==> src/rtl/gray_conv_stream.sv <==
// Streaming Gray<->binary converter with valid/ready handshake and a two-entry output buffer.
// Optional adjacency check on Gray-mode inputs is enabled by defining GRAY_CONV_ADJ_CHECK_EN.
module gray_conv_stream #(
  parameter int WIDTH   = 4,
  parameter int COUNT_W = 16
) (
  input  logic               clk,
  input  logic               rst,
  input  logic               in_valid,
  output logic               in_ready,
  input  logic [WIDTH-1:0]   in_data,
  input  logic               in_mode,
  output logic               out_valid,
  input  logic               out_ready,
  output logic [WIDTH-1:0]   out_data,
  output logic               out_mode,
  output logic               out_adj_err,
  output logic [COUNT_W-1:0] xfer_count
);

  typedef enum logic [1:0] {EMPTY, ONE, TWO} state_t;

  state_t           state, state_nxt;
  logic             in_acc, out_acc;
  logic             load_out_in, load_out_skid, load_skid;
  logic [WIDTH-1:0] conv_data;
  logic             conv_err;
  logic [WIDTH-1:0] skid_data;
  logic             skid_mode, skid_err;

  function automatic logic [WIDTH-1:0] gray2bin(input logic [WIDTH-1:0] g);
    logic [WIDTH-1:0] b;
    b[WIDTH-1] = g[WIDTH-1];
    for (int i = WIDTH - 2; i >= 0; i--) begin
      b[i] = b[i+1] ^ g[i];
    end
    return b;
  endfunction

  assign in_acc    = in_valid && in_ready;
  assign out_valid = (state != EMPTY);
  assign out_acc   = out_valid && out_ready;
  assign conv_data = in_mode ? (in_data ^ (in_data >> 1)) : gray2bin(in_data);

`ifdef GRAY_CONV_ADJ_CHECK_EN
  logic [WIDTH-1:0] prev_gray;
  logic             hist_valid;

  // Consecutive Gray-mode words must differ in exactly one bit; binary words are ignored.
  assign conv_err = !in_mode && hist_valid && ($countones(in_data ^ prev_gray) != 1);

  always_ff @(posedge clk or posedge rst) begin
    if (rst) begin
      prev_gray  <= '0;
      hist_valid <= 1'b0;
    end else if (in_acc && !in_mode) begin
      prev_gray  <= in_data;
      hist_valid <= 1'b1;
    end
  end
`else
  assign conv_err = 1'b0;
`endif

  always_ff @(posedge clk or posedge rst) begin
    if (rst) state <= EMPTY;
    else     state <= state_nxt;
  end

  always_comb begin
    state_nxt     = state;
    load_out_in   = 1'b0;
    load_out_skid = 1'b0;
    load_skid     = 1'b0;
    case (state)
      EMPTY: begin
        if (in_acc) begin
          state_nxt   = ONE;
          load_out_in = 1'b1;
        end
      end
      ONE: begin
        if (in_acc && !out_acc) begin
          state_nxt = TWO;
          load_skid = 1'b1;
        end else if (in_acc) begin
          load_out_in = 1'b1;
        end else if (out_acc) begin
          state_nxt = EMPTY;
        end
      end
      TWO: begin
        if (out_acc) begin
          state_nxt     = ONE;
          load_out_skid = 1'b1;
        end
      end
      default: state_nxt = EMPTY;
    endcase
  end

  // in_ready is registered from the next state so it drops only once the skid slot is full.
  always_ff @(posedge clk or posedge rst) begin
    if (rst) in_ready <= 1'b1;
    else     in_ready <= (state_nxt != TWO);
  end

  always_ff @(posedge clk or posedge rst) begin
    if (rst) begin
      out_data    <= '0;
      out_mode    <= 1'b0;
      out_adj_err <= 1'b0;
    end else if (load_out_in) begin
      out_data    <= conv_data;
      out_mode    <= in_mode;
      out_adj_err <= conv_err;
    end else if (load_out_skid) begin
      out_data    <= skid_data;
      out_mode    <= skid_mode;
      out_adj_err <= skid_err;
    end
  end

  always_ff @(posedge clk or posedge rst) begin
    if (rst) begin
      skid_data <= '0;
      skid_mode <= 1'b0;
      skid_err  <= 1'b0;
    end else if (load_skid) begin
      skid_data <= conv_data;
      skid_mode <= in_mode;
      skid_err  <= conv_err;
    end
  end

  always_ff @(posedge clk or posedge rst) begin
    if (rst) begin
      xfer_count <= '0;
    end else if (in_acc && (xfer_count != {COUNT_W{1'b1}})) begin
      xfer_count <= xfer_count + COUNT_W'(1);
    end
  end

endmodule

==> config.mk <==
export PLATFORM = sky130hd
export DESIGN_NAME = gray_conv_stream
export DESIGN_NICKNAME = d
export VERILOG_FILES = /design/src/rtl/gray_conv_stream.sv
export SDC_FILE = /design/constraint.sdc
export NUM_CORES = 1
export LEC_CHECK = 0
export ABC_CLOCK_PERIOD_IN_PS = 3200
export CORE_MARGIN = 5
export CORE_UTILIZATION = 50
export DETAILED_ROUTE_END_ITERATION = 10
export GPL_TIMING_DRIVEN = 0
export HOLD_SLACK_MARGIN = 0.12
export PLACE_DENSITY_LB_ADDON = 0.12
export SYNTH_ARGS = -nofsm -noshare
export SYNTH_HDL_FRONTEND = slang
export SYNTH_SLANG_ARGS = --single-unit
==> constraint.sdc <==
create_clock -name clk -period 3.2 [get_ports clk]
set_clock_uncertainty 0.05 [all_clocks]
set_input_delay 0.8 -clock clk [delete_from_list [all_inputs] [get_ports clk]]
set_output_delay 0.8 -clock clk [all_outputs]
set_load 0.005 [all_outputs]
# Word level (Yosys, flattened, before mapping)

Cells that the tools add are included.

Flip-flop bits (word level): 30
Output and inout bits: 24
Input port bits: 9

Add/sub/neg operators: 1
Bitwise logic cells: 4
Reduce and logical (&&, ||, !) cells: 8
Equal/unequal tests: 4
Mux-type cells: 20

Operators by type and width:

| operator                                            | count |
|---|---|
| adder 16 x 1 -> 16 bit, second input constant       | 1 |
| != test 16 bit, second input constant               | 1 |
| 2-to-1 mux 4 bit                                    | 3 |
| 2-to-1 mux 1 bit                                    | 10 |
| 2-to-1 mux 2 bit                                    | 5 |
| one-hot mux 2 bit (3 select lines)                  | 1 |
| logical AND 1 bit                                   | 4 |
| nonzero test 2 bit                                  | 2 |
| XOR 4 x 3 -> 4 bit                                  | 1 |
| XOR 1 bit                                           | 3 |
| equality test 2 x 1 -> 1 bit, second input constant | 1 |
| equality test 2 bit, second input constant          | 1 |
| logical NOT 2 bit                                   | 1 |
| != test 2 bit, second input constant                | 1 |
| one-hot mux 1 bit (2 select lines)                  | 1 |
| logical NOT 1 bit                                   | 1 |

# Depth between registers and ports, before layout

Gate-level depths: netlist of the first run.

Word-level depth: 7
Depth in mapped cells: 5
Gate-level depth less buffers: 5

# Worst setup path after synthesis of the first run

Ideal clock, no wire load.

Path type: in2reg
Start point: input port in_valid
End point: register out_data[0]
Arrival: 1.708 ns
Slack: 1.316 ns
Stages: 5
Data required time: 3.024 ns
Buffers on the path: 1
Path through: and3b_1 and2_1 clkbuf_1 nor2_1 a221o_1

Cells in the longest elaborated chain, start to end: 5
Elaborated cells between the ends (all ways): 7

Ends and longest elaborated chain:

| what                                                   | RTL line   | text |
|---|---|---|
| start, declared                                        | 9          | `input logic in_valid,` |
| logical AND 1 bit (*)                                  | 40         | `assign in_acc = in_valid && in_ready;` |
| 2-to-1 mux 1 bit or logical AND 1 bit (tied branches)  | 77, 86, 83 |  |
| 2-to-1 mux 1 bit                                       | 83         | `if (in_acc && !out_acc) begin` |
| one-hot mux 1 bit (2 select lines) (*)                 | 75         | `case (state)` |
| 2-to-1 mux 4 bit or nonzero test 2 bit (tied branches) | -          |  |
| end signal, assigned                                   | 114        | `out_data <= conv_data;` |
| end signal, assigned                                   | 118        | `out_data <= skid_data;` |
| end, declared                                          | 15         | `output logic [WIDTH-1:0] out_data,` |

Every way passes the cells marked *; elsewhere a longest branch is shown, timed or not.
A chain may end at the register's enable or synchronous reset.

# Worst setup path in the final report of the first run

Start point: register state[1]
End point: output port out_valid

Cells in the longest elaborated chain, start to end: 1

Ends and longest elaborated chain:

| what                   | RTL line | text |
|---|---|---|
| start, declared        | 23       | `state_t state, state_nxt;` |
| start signal, assigned | 67       | `else state <= state_nxt;` |
| nonzero test 2 bit     | 41       | `assign out_valid = (state != EMPTY);` |
| end, declared          | 13       | `output logic out_valid,` |

Every way passes these cells.

==> impl_metrics.toml, run 1 <==
[setup_path]
slowest_library_cell_on_the_worst_path = "dfrtp_1"
critPathKind = "flop to output port"
maximum_fanout_count_along_the_critical_path = 7
crit_start = "state[1]$_DFF_PP0_"
critical_path.reg2reg.startpoint = "xfer_count[10]$_DFFE_PP0P_"
timing.critical_path.from_type = "flop"
cp-end-kind = "output port"
cpPeakStageDelay_ns = 0.45
path_cells = "or2_2 > clkdlybuf4s50_1"
worstPathRequired_ns = 2.35
worst_path_dominant_cell_family = "flip-flops"
timing.critical_path.arrival_ns = 1.52
worstPathBufferInverterCount = 1

[routing]
routed-via-count = 1104
drt-wirelength-per-cell_um = 14.1
wirelength_met1_um = 1280
drt_drc_violations_left = 0
detailroute.wirelength.met3_um = 183
aggregate_routed_wire_length_um = 2850
drt.antenna.violating_nets = 0
via_per_inst = 5.47
topRoutingLayerUsed = "met4"
detailedRoute.firstIterationViolations = 36
wl_met2_um = 1330
drt_pass1_iterations = 4

[global_routing]
aggregate_global_route_resource_usage_pct = 15.6
largest_net_degree_at_the_start_of_global_routing = 30
antenna_found_initial = 0
grt_pass1_wl_um = 4950
overflow = 0
first_global_vias = 1085

[synth]
syn_nets = 142
postSynthRegisterBits = 29
ys_types = 37
synthesis.instances = 132
post_synth.cell_area_avg_um2 = 11.0
mappedNetlistArea_mm2 = 0.00145
seq_area_frac_synth_pct = 50.1
synth-warning-count = 0

[die]
core-area_mm2 = 0.00276
boundaryPins = 33
dieArea_mm2 = 0.00408
fp.dieW_um = 63.9
floorplan.initialDensity_pct = 52.6
floorplan.die.height_um = 63.9
row_count = 19

[sta]
rsz_0062_raised_after_global_routing = "no"
tightest_slew_ns = 1.07
fin_crit_ns = 2.37
final.setup.tns_ns = 0
holdWs_ns = 0.431
setup_viol = 0
timing.final.hold_violations = 0
worst_slew_margin_relative_to_its_limit_pct = 28.6
final.setup.worst_slack_ns = 0.831
timing.final.max_slew_violations = 0
max_freq_ghz = 0.422
period_share_pct = 74.0

[layout]
final_util_pct = 67.1
layout_area_overhead_pct = 27.6
multiInputGateArea_um2 = 693
layout.area.seq_um2 = 727
n_antenna_cell = 0
final_cell_area_mm2 = 0.00185
filler_cell_count = 222
final_net_count = 180
layout-drive-gt1-share_pct = 12.3

[clocking]
htree_num_levels = 2
insertion_delay_ns = 0.32
clock_tree.root_cell = "clkbuf_4"
post_cts_resized = 0
tritoncts.num_buffers = 5
cts_tree = "built"
cts.clk_slew.worst_paths_ns = 0.09
max-clock-path-buffers = 2
cts_hold_buf = 0
tritoncts_num_sinks = 29
post_cts.repair.setup_buffers = 0

[power_and_ir_drop]
leakagePower_nw = 0.852
power-per-cell-area_mw_per_mm2 = 685
vdd.ir_drop.worst_mv = 0.549

[placement]
dpl_cell_area_mm2 = 0.00180
detailed_place_hpwl_um = 2120
place_congestion = 0.782
placement.io_buffers = 31
place_ws_ns = 0.652

[min_path]
hold_class = "flop to flop"
timing.hold.worst.start = "out_data[3]$_DFFE_PP0P_"

[job]
drv.max_cap_violation_count = 0

[run_status]
result_of_the_run = "finished clean"
==> per-stage QoR <==
| stage | cells | power, mW |
|---|---|---|
| finish | 202 | 1.27 |
| detailed placement | 194 | 1.07 |
| floorplan | 132 | 0.826 |
| CTS | 202 | 1.28 |
| global route | 202 | 1.37 |
| global placement | 194 | 1.05 |
==> state kept, by name, indices dropped and copies added (netlist names) <==
| register | flops |
|---|---|
| in_ready | 1 |
| xfer_count | 16 |
| out_mode | 1 |
| skid_data | 4 |
| out_data | 4 |
| state | 2 |
| skid_mode | 1 |
==> synthesized netlist by cell type, drive strengths merged <==
library cell / count / area, um^2
nand2: 9 / 33.8
xor2: 9 / 78.8
a211oi: 2 / 15.0
or2: 2 / 12.5
nand3: 4 / 20.0
and4: 2 / 17.5
a22o: 2 / 17.5
clkbuf: 1 / 3.75
nor4b: 1 / 15.0
nand2b: 1 / 6.26
nor2: 8 / 30.0
xnor2: 6 / 52.6
ha: 1 / 12.5
a221o: 3 / 30.0
o22ai: 1 / 6.26
nand4: 3 / 33.8
mux2: 6 / 71.3
nor4: 4 / 40.0
nor3: 7 / 40.0
mux2i: 2 / 20.0
buf: 1 / 7.51
inv: 5 / 18.8
nor2b: 2 / 12.5
conb: 1 / 3.75
a21o: 2 / 15.0
and3b: 2 / 17.5
dfstp: 1 / 26.3
a21oi: 10 / 53.8
and2: 5 / 31.3
dfrtp: 28 / 701
and3: 1 / 6.26
==> layer usage <==
| metal | global-route usage, % | up-vias |
|---|---|---|
| li1 | - | 543 |
| met1 | 19.1 | 522 |
| met2 | 23.7 | 31 |
| met3 | 7.36 | 8 |
| met4 | 5.97 | 0 |
| met5 | 0 | - |
==> power breakdown <==
part | switching (mW) | internal, mW
combinational | 0.172 | 0.291
clock | 0.126 | 0.0836
sequential | 0.109 | 0.488
==> cells in the final DEF, fill, tap and decap left out, types with 2 or more instances in the layout <==
master	count
a22o_1	2
nor2b_1	2
a21oi_1	9
a221o_1	3
and3b_1	2
xor2_1	9
dfrtp_1	28
a211oi_1	2
and4_1	2
and2_1	5
clkinv_2	2
mux2i_1	2
clkbuf_4	5
nand3_1	4
clkbuf_1	2
xnor2_1	6
or2_2	2
nor4_1	3
clkdlybuf4s50_1	31
mux2_2	4
a21o_1	2
inv_1	5
nor2_1	8
nor3_1	6
nand2_1	9
nand4_1	2
==> layout make-up <==
class / instances / share of cell area (%)
buffer: 2 / 0.609
clock buffer: 6 / 2.23
clock inverter: 2 / 0.541
inverter: 5 / 1.01
multi-input combinational: 96 / 37.5
sequential: 29 / 39.3
tap: 31 / 2.10
timing repair buffer: 31 / 16.8
==> cell families after synthesis <==
logic type | share of synthesized area, %
mux | 6.30
other cells | 0.259
xor+xnor | 9.06
compound gates | 9.49
buf+inv | 2.07
simple gates | 21.8
flops | 50.1
fa+ha+maj | 0.863
==> path summary, 6_finish.rpt <==
kind | to | slack, ns | cells after the start
worst max register to register | xfer_count[1]$_DFFE_PP0P_ | 1.37 | 4
max in group asynchronous | skid_data[0]$_DFFE_PP0P_ | 1.47 | 2
min in group asynchronous | out_mode$_DFFE_PP0P_ | 0.99 | 2
worst min register to register | out_data[3]$_DFFE_PP0P_ | 0.43 | 1
worst max-delay path | out_valid | 0.83 | 2
worst min-delay path | out_data[3]$_DFFE_PP0P_ | 0.43 | 1
==> worst register-to-register path, delay by kind of cell, from the launching register on <==
family           cells  cell delay [ns]
AO/OA/AOI/OAI        1             0.16
flip-flops           1             0.49
multiplexers         1             0.31
AND/OR/NAND/NOR      2             0.71
No activity file was read; power rests on OpenSTA's default activity.
==> inputs of run 2 (changes only) <==
--- a/config.mk
+++ b/config.mk
@@ -5,9 +5,9 @@
 export SDC_FILE = /design/constraint.sdc
 export NUM_CORES = 1
 export LEC_CHECK = 0
-export ABC_CLOCK_PERIOD_IN_PS = 3200
+export ABC_CLOCK_PERIOD_IN_PS = 2500
 export CORE_MARGIN = 5
-export CORE_UTILIZATION = 50
+export CORE_UTILIZATION = 49
 export DETAILED_ROUTE_END_ITERATION = 10
 export GPL_TIMING_DRIVEN = 0
 export HOLD_SLACK_MARGIN = 0.12
==> constraint.sdc (replaced) <==
create_clock -name clk -period 2.5 [get_ports clk]
set_clock_uncertainty 0.05 [all_clocks]
set_input_delay 0.625 -clock clk [delete_from_list [all_inputs] [get_ports clk]]
set_output_delay 0.625 -clock clk [all_outputs]
set_load 0.005 [all_outputs]
==> run 2 against run 1 <==
  * Via count grew 1.4%
  * Sequential power increased by 28%
  * Sequential cell count did not move
  * Critical path depth unchanged
  * Combinational power rose by 29%
  * Core utilization fell by 1.1 points
  * Sequential share of layout area stayed put
  * Clock power rose by 31%
  * Cell area unchanged
  * Largest cell class unchanged
  * Largest power group unchanged
  * Highest routed layer unchanged
==> impl_metrics.toml, run 2 (synthesis gave the netlist of run 1 again) <==
[run_status]
result_of_the_run = "finished clean"

[clocking]
post_cts.repair.setup_buffers = 0
cts_hold_buf = 0
clock_tree.root_cell = "clkbuf_4"
tritoncts.num_buffers = 5
max-clock-path-buffers = 2
tritoncts_num_sinks = 29
htree_num_levels = 2
post_cts_resized = 0
insertion_delay_ns = 0.33
cts_tree = "built"
cts.clk_slew.worst_paths_ns = 0.10

[die]
floorplan.die.height_um = 64.4
fp.dieW_um = 64.4
row_count = 19
core-area_mm2 = 0.00281
floorplan.initialDensity_pct = 51.7
boundaryPins = 33
dieArea_mm2 = 0.00415

[layout]
final_cell_mix = "clkdlybuf4s50_1 (31), dfrtp_1 (28), nand2_1 (9), xor2_1 (9), a21oi_1 (9)"
n_antenna_cell = 0
layout_top_registers = "xfer_count x16, out_data x4, skid_data x4"
layout.cells.most_common = "clkdlybuf4s50_1"
largest_reg_flops = 16
layout-drive-gt1-share_pct = 12.3
layout_area_overhead_pct = 27.6
final_cell_area_mm2 = 0.00185
finish.cell_count_without_fillers = 202
reg_with_most_ffs = "xfer_count"
final_net_count = 180

[power_and_ir_drop]
sum_of_internal_switching_and_leakage_power_mw = 1.64
power-per-cell-area_mw_per_mm2 = 884
vdd.ir_drop.worst_mv = 0.570
leakagePower_nw = 0.852

[sta]
fin_crit_ns = 2.21
max_freq_ghz = 0.452
timing.final.max_slew_violations = 0
worst_slew_margin_relative_to_its_limit_pct = 27.7
setup_viol = 0
final.setup.tns_ns = 0
timing.final.hold_violations = 0
holdWs_ns = 0.442
period_share_pct = 88.5
rsz_0062_raised_after_global_routing = "no"
tightest_slew_ns = 1.08

[routing]
routed-via-count = 1119
aggregate_routed_wire_length_um = 2910
drt-wirelength-per-cell_um = 14.4
drt.antenna.violating_nets = 0
detailedRoute.firstIterationViolations = 93
via_per_inst = 5.54
drt_drc_violations_left = 0
drt_pass1_iterations = 4

[placement]
instance_count_after_placement_with_tap_cells_included = 194
dpl_cell_area_mm2 = 0.00180
placement.io_buffers = 31
place_congestion = 0.844
detailed_place_hpwl_um = 2150

[global_routing]
grt_pass1_wl_um = 4950
antenna_found_initial = 0
first_global_vias = 1099
overflow = 0
largest_net_degree_at_the_start_of_global_routing = 30
aggregate_global_route_resource_usage_pct = 15.5

[job]
drv.max_cap_violation_count = 0

[setup_path]
worstPathRequired_ns = 1.82
timing.critical_path.from_type = "flop"
critPathKind = "flop to output port"
maximum_fanout_count_along_the_critical_path = 7
timing.critical_path.arrival_ns = 1.54
cp-end-kind = "output port"

[min_path]
hold_class = "flop to flop"
## run 2: cell counts in the layout (fill, tap and decap cells not counted)
Identical to the previous run, type by type.
## run 2: cell type report
cell class | count | area (um^2)
multi-input cells | 96 | 693
repair buffers | 31 | 310
fillers | 239 | 955
well taps | 31 | 38.8
inverters | 5 | 18.8
flip-flops and latches | 29 | 727
clock inverters | 2 | 10.0
plain buffers | 2 | 11.3
clock buffers | 6 | 41.3
## run 2: worst paths after layout
check	from	endpoint	slack, ns	cells past startpoint
worst max-delay path	state[1]$_DFF_PP0_	out_valid	0.29	2
worst min-delay path	out_data[3]$_DFFE_PP0P_	out_data[3]$_DFFE_PP0P_	0.44	1
worst max register to register	in_ready$_DFF_PP1_	out_data[1]$_DFFE_PP0P_	0.68	5
worst min register to register	out_data[3]$_DFFE_PP0P_	out_data[3]$_DFFE_PP0P_	0.44	1
max in group asynchronous	rst	xfer_count[0]$_DFFE_PP0P_	0.93	2
min in group asynchronous	rst	skid_data[3]$_DFFE_PP0P_	0.81	2
## run 2: stage by stage
stage          setup slack (ns)  util, %
3_3_place_gp             0.0852     64.1
4_1_cts                   0.263     66.0
2_1_floorplan             0.791        -
3_5_place_dp             0.0977     64.1
6_report                  0.288     66.0
5_1_grt                   0.213     66.0
## run 2: power by group
group / internal (mW) / switching, mW
combinational: 0.373 / 0.225
sequential: 0.624 / 0.139
clock: 0.107 / 0.167
## run 2: critical path: stages, from the launching register on
cell and delay, ns:
dfrtp_1 0.45, or2_2 0.31, clkdlybuf4s50_1 0.44
## run 2: routing by layer
layer  track usage [%]  wire [um]  vias up
met2              23.2       1310       29
met3              8.06        191        4
met1              19.5       1390      539
met4              4.75         24        0
li1                  -          -      547
met5                 0          0        -
